**src/rtl/mnist_pkg.sv**
```systemverilog
// Shared constants and FSM state type for the MNIST result UART reporter.
package mnist_pkg;

  localparam logic [7:0] ASCII_ZERO  = 8'h30;
  localparam logic [7:0] ASCII_QMARK = 8'h3F;
  localparam logic [7:0] ASCII_CR    = 8'h0D;
  localparam logic [7:0] ASCII_LF    = 8'h0A;

  typedef enum logic [1:0] {
    ST_IDLE  = 2'd0,
    ST_START = 2'd1,
    ST_DATA  = 2'd2,
    ST_STOP  = 2'd3
  } uart_state_t;

  // Results above 9 are not digits; report them as '?'.
  function automatic logic [7:0] ascii_digit(input logic [3:0] d);
    return (d <= 4'd9) ? (ASCII_ZERO + {4'h0, d}) : ASCII_QMARK;
  endfunction

endpackage

```
**src/rtl/uart_tx_byte.sv**
```systemverilog
// 8N1 serializer, LSB first; a byte accepted on valid&ready drives its start bit the next cycle.
// ready is high in IDLE and in the final stop-bit cycle, so a byte offered then follows with no gap.
module uart_tx_byte
  import mnist_pkg::*;
#(
  parameter int CLKS_PER_BIT = 217
) (
  input  logic       clk,
  input  logic       rst,
  input  logic [7:0] data,
  input  logic       valid,
  output logic       ready,
  output logic       tx
);

  localparam int CW = (CLKS_PER_BIT > 1) ? $clog2(CLKS_PER_BIT) : 1;
  localparam logic [CW-1:0] CNT_LAST = CW'(CLKS_PER_BIT - 1);

  uart_state_t   state, state_n;
  logic [CW-1:0] cnt, cnt_n;
  logic [2:0]    bit_idx, bit_idx_n;
  logic [7:0]    shreg, shreg_n;
  logic          bit_end;

  assign bit_end = (cnt == CNT_LAST);

  always_ff @(posedge clk) begin
    if (rst) begin
      state   <= ST_IDLE;
      cnt     <= '0;
      bit_idx <= '0;
      shreg   <= '0;
    end else begin
      state   <= state_n;
      cnt     <= cnt_n;
      bit_idx <= bit_idx_n;
      shreg   <= shreg_n;
    end
  end

  always_comb begin
    state_n   = state;
    cnt_n     = cnt;
    bit_idx_n = bit_idx;
    shreg_n   = shreg;
    ready     = 1'b0;
    tx        = 1'b1;
    case (state)
      ST_IDLE: begin
        ready = 1'b1;
        if (valid) begin
          state_n = ST_START;
          shreg_n = data;
          cnt_n   = '0;
        end
      end
      ST_START: begin
        tx = 1'b0;
        if (bit_end) begin
          cnt_n     = '0;
          bit_idx_n = '0;
          state_n   = ST_DATA;
        end else begin
          cnt_n = cnt + CW'(1);
        end
      end
      ST_DATA: begin
        tx = shreg[bit_idx];
        if (bit_end) begin
          cnt_n = '0;
          if (bit_idx == 3'd7) state_n = ST_STOP;
          else bit_idx_n = bit_idx + 3'd1;
        end else begin
          cnt_n = cnt + CW'(1);
        end
      end
      ST_STOP: begin
        if (bit_end) begin
          ready = 1'b1;
          cnt_n = '0;
          if (valid) begin
            state_n = ST_START;
            shreg_n = data;
          end else begin
            state_n = ST_IDLE;
          end
        end else begin
          cnt_n = cnt + CW'(1);
        end
      end
      default: state_n = ST_IDLE;
    endcase
  end

endmodule

```
**src/rtl/mnist_result_uart.sv**
```systemverilog
// Sends "<digit> CR LF" over UART on each rising edge of done; start bit one cycle after the edge.
// Results arriving mid-message are dropped and latched in the sticky overrun flag.
module mnist_result_uart
  import mnist_pkg::*;
#(
  parameter int CLK_HZ       = 25_000_000,
  parameter int BAUD         = 115_200,
  parameter int CLKS_PER_BIT = CLK_HZ / BAUD
) (
  input  logic       clk,
  input  logic       rst,
  input  logic       done,
  input  logic [3:0] digit,
  output logic       tx,
  output logic       busy,
  output logic       overrun,
  output logic [7:0] msg_count
);

  logic       done_q;
  logic       done_rise;
  logic [1:0] byte_idx;
  logic       ser_valid;
  logic       ser_ready;
  logic [7:0] ser_data;

  assign done_rise = done & ~done_q;

  // Next byte is offered in the cycle the serializer's stop bit ends, keeping frames gapless.
  always_comb begin
    ser_valid = 1'b0;
    ser_data  = ASCII_CR;
    if (!busy) begin
      ser_valid = done_rise;
      ser_data  = ascii_digit(digit);
    end else if (ser_ready && (byte_idx < 2'd2)) begin
      ser_valid = 1'b1;
      ser_data  = (byte_idx == 2'd0) ? ASCII_CR : ASCII_LF;
    end
  end

  always_ff @(posedge clk) begin
    if (rst) begin
      done_q    <= 1'b0;
      busy      <= 1'b0;
      byte_idx  <= '0;
      overrun   <= 1'b0;
      msg_count <= '0;
    end else begin
      done_q <= done;
      if (!busy) begin
        if (done_rise) begin
          busy     <= 1'b1;
          byte_idx <= '0;
        end
      end else begin
        if (done_rise) overrun <= 1'b1;
        if (ser_ready) begin
          if (byte_idx < 2'd2) begin
            byte_idx <= byte_idx + 2'd1;
          end else begin
            busy      <= 1'b0;
            msg_count <= msg_count + 8'd1;
          end
        end
      end
    end
  end

  uart_tx_byte #(
    .CLKS_PER_BIT(CLKS_PER_BIT)
  ) u_tx (
    .clk  (clk),
    .rst  (rst),
    .data (ser_data),
    .valid(ser_valid),
    .ready(ser_ready),
    .tx   (tx)
  );

endmodule

```
**config.mk**
```make
export PLATFORM = sky130hd
export DESIGN_NAME = mnist_result_uart
export DESIGN_NICKNAME = d
export VERILOG_FILES = /design/src/rtl/mnist_pkg.sv /design/src/rtl/uart_tx_byte.sv /design/src/rtl/mnist_result_uart.sv
export SDC_FILE = /design/constraint.sdc
export NUM_CORES = 1
export LEC_CHECK = 0
export BUFFER_PORTS_ARGS = -buffer_cell sky130_fd_sc_hd__buf_2
export CAP_MARGIN = 5
export CORE_ASPECT_RATIO = 0.6
export CORE_MARGIN = 2
export CORE_UTILIZATION = 52
export CTS_CLUSTER_SIZE = 14
export DETAILED_ROUTE_END_ITERATION = 6
export GPL_TIMING_DRIVEN = 0
export PLACE_DENSITY = 0.85
export SETUP_SLACK_MARGIN = 0.4
export SLEW_MARGIN = 20
export SYNTH_ARGS = -nofsm -noshare
export SYNTH_HDL_FRONTEND = slang
export SYNTH_SLANG_ARGS = --single-unit
```
**constraint.sdc**
```tcl
create_clock -name clk -period 1.97 [get_ports clk]
set_clock_uncertainty 0.1 [all_clocks]
set_input_delay 0.591 -clock clk [delete_from_list [all_inputs] [get_ports clk]]
set_output_delay 0.591 -clock clk [all_outputs]
set_load 0.03 [all_outputs]
```
==> impl_metrics.toml <==
[clocking]
cts_tree = "built"
clk_latency_ps = 300
clkTransAtPathRegs_ps = 70
cts.sinks = 31
htreeDepth = 2
cts_root_buffer = "clkbuf_8"
postCtsHoldBufs = 0
clk_path_buf_depth = 2
cts_inserted_buffers = 5

[sta]
hold_violations = 0
fin_crit_sh = 1.14
fin_crit_ps = 2250
tightest_slew_ps = 557
setup_ws_ps = -278
rsz0062_at_grt = "yes"
setup_viol = 1
slew_headroom = 0.629
timing.fmax_mhz = 445
slew_viol_final = 0

[cells_and_area]
multi_input_area_mm2 = 0.00141
nets = 260
drive_gt1_frac = 0.557
area_growth_pct = 52.9
layout_common_cells = "buf_4 (18), dfxtp_1 (14), dfxtp_2 (13)"
fin_util = 0.823
register_area_um2 = 652
fill_cells = 173
layout_commonest_cell = "buf_4"
antenna_cells = 0

[detailed_routing]
postRouteAntennaNets = 0
drtPass1Iterations = 4
wl_met3_um = 336
wl_met1_mm = 2.60
drc = 0
drtIter0Drc = 122
route.met2.wl_mm = 2.67
top_layer = "met4"
wl_per_cell_um = 19.6
vias = 1844
totalWireLength_mm = 5.67
vias_per_cell = 6.38

[synth]
ys_seq_area_frac = 0.358
synthTopCellsByArea = "dfxtp_1 (36%), ha_1 (7.2%), a21oi_1 (5.5%)"
async_flop_share = 0
ys_ff_latch = 31
synth-edff-count = 0
synth_cell_type_count = 54
yosys_warnings = 0
synth.net_count = 215
synth_top_area_frac = 0.358
synth_ff_type = "dfxtp_1"
synth_area_mm2 = 0.00173
syn_inst = 198
yosysTopAreaCell = "dfxtp_1"
syn_avg_cell_area_um2 = 8.76

[critical_path]
critPathBufInv = 1
cp_slowest_cell = "mux4_2"
worstPathMaxFanout = 2
crit_family = "multiplexers"
endpoint_kind = "output pin"
crit_chain = "mux4_2 > o21ai_2 > mux2i_4 > buf_6"
critPathKind = "reg2out"
cp-start-kind = "flop"
worstPathArrival_ps = 1560
worst_path_largest_cell_delay_ps = 500
cp.required_ps = 1280

[power_and_ir_drop]
p_leak_nw = 0.994
worst_ir_drop_vdd_mv = 0.618
fin_total_pwr_mw = 2.87
power_density_mw_per_mm2 = 1080

[global_route]
overflow = 0
grt_usage = 0.284
first_global_vias = 1723
antenna_found_initial = 0
grt_max_degree = 13
grt_pass1_wl_mm = 8.47

[die]
core_mm2 = 0.00322
start_util = 0.538
std_cell_rows = 16
ios = 18
dieWidth_um = 78.6
die_area_mm2 = 0.00383
fp.dieH_um = 48.7

[run]
drv_cap = 0

[min_path]
hp-class = "reg2reg"

[placed_design]
gp_congestion = 0.843
hpwlAfterDp_mm = 3.00
port_buffers = 17

[outcome]
status = "complete, but fails checks"
violations = "setup timing"
-- sequential cells by signal, indices dropped and copies added, names as in the netlist --
signal / cells
busy: 1
byte_idx: 2
done_q: 1
msg_count: 8
overrun: 1
u_tx.bit_idx: 3
u_tx.cnt: 8
u_tx.shreg: 5
u_tx.state: 2
-- cell type report --
type,instances,area share
multi-input cells,149,0.532
well taps,45,0.0212
clock inverters,2,0.00472
plain buffers,11,0.0411
inverters,9,0.0127
clock buffers,6,0.0274
flip-flops and latches,31,0.246
repair buffers,36,0.115
-- routing by layer --
| layer | up-vias | global-route usage |
|---|---|---|
| li1 | 843 | - |
| met1 | 912 | 0.403 |
| met2 | 83 | 0.425 |
| met3 | 6 | 0.0821 |
| met4 | 0 | 0.0702 |
| met5 | - | 0 |
-- final timing paths --
path,startpoint,cells after the start,slack (ps),end
worst max-delay path,u_tx.bit_idx[0]$_SDFFE_PP0P_,4,-280,tx
worst min-delay path,u_tx.shreg[4]$_SDFFE_PP0P_,2,370,u_tx.shreg[4]$_SDFFE_PP0P_
worst max register to register,u_tx.state[1]$_SDFFE_PP0P_,7,40,u_tx.shreg[3]$_SDFFE_PP0P_
worst min register to register,u_tx.shreg[4]$_SDFFE_PP0P_,2,370,u_tx.shreg[4]$_SDFFE_PP0P_
-- tightest hold or removal path, delay by kind of cell, from the launching register on --
family          cells  cell delay (ps)
flops               1              330
compound gates      2              100
-- metrics by stage --
| step | instances | hold WS [ps] | setup WS [ps] | setup TNS [ps] | cell area [um^2] |
|---|---|---|---|---|---|
| final | 289 | 373 | -278 | -278 | 2650 |
| after global routing | 289 | 383 | -320 | -320 | 2650 |
| after CTS | 285 | 367 | -281 | -281 | 2480 |
| after detailed placement | 260 | 367 | -54.0 | -160 | 2060 |
| after global placement | 260 | 352 | -31.6 | -31.6 | 2060 |
| after floorplan | 198 | 343 | 134 | 0 | 1920 |
-- cell usage after synthesis, types with 3 or more instances --
cell / count
and2_1: 3
dfxtp_1: 31
mux2i_1: 5
or3_1: 4
inv_1: 9
nor3_1: 3
nand2_1: 13
o31ai_1: 5
o21ai_0: 8
nor2_1: 12
nor2b_1: 5
clkbuf_1: 4
a311oi_1: 5
a21oi_1: 19
ha_1: 10
and3_1: 4
nand3_1: 6
nand2b_1: 4
or4_1: 3
-- power by group --
part           internal, mW  switching, mW  leakage [nW]
Sequential            0.705         0.0557         0.261
Combinational         0.714          0.889         0.691
Clock                 0.247          0.263        0.0412
Total                  1.67           1.21         0.994
-- kinds of logic after synthesis --
logic type | count (synthesis) | share of synthesized area
multiplexers | 8 | 0.0548
flip-flops | 31 | 0.358
AND/OR/NAND/NOR | 70 | 0.232
buffers and inverters | 20 | 0.0483
AO/OA/AOI/OAI | 59 | 0.235
adder cells (fa/ha/maj) | 10 | 0.0722
-- repair_timing --
item	CTS	global route
endpoints found under the setup margin	37	38
pin swaps	16	9
setup buffers	14	4
resized for setup	46	38
gates cloned	3	0
No activity file was read; power rests on OpenSTA's default activity.
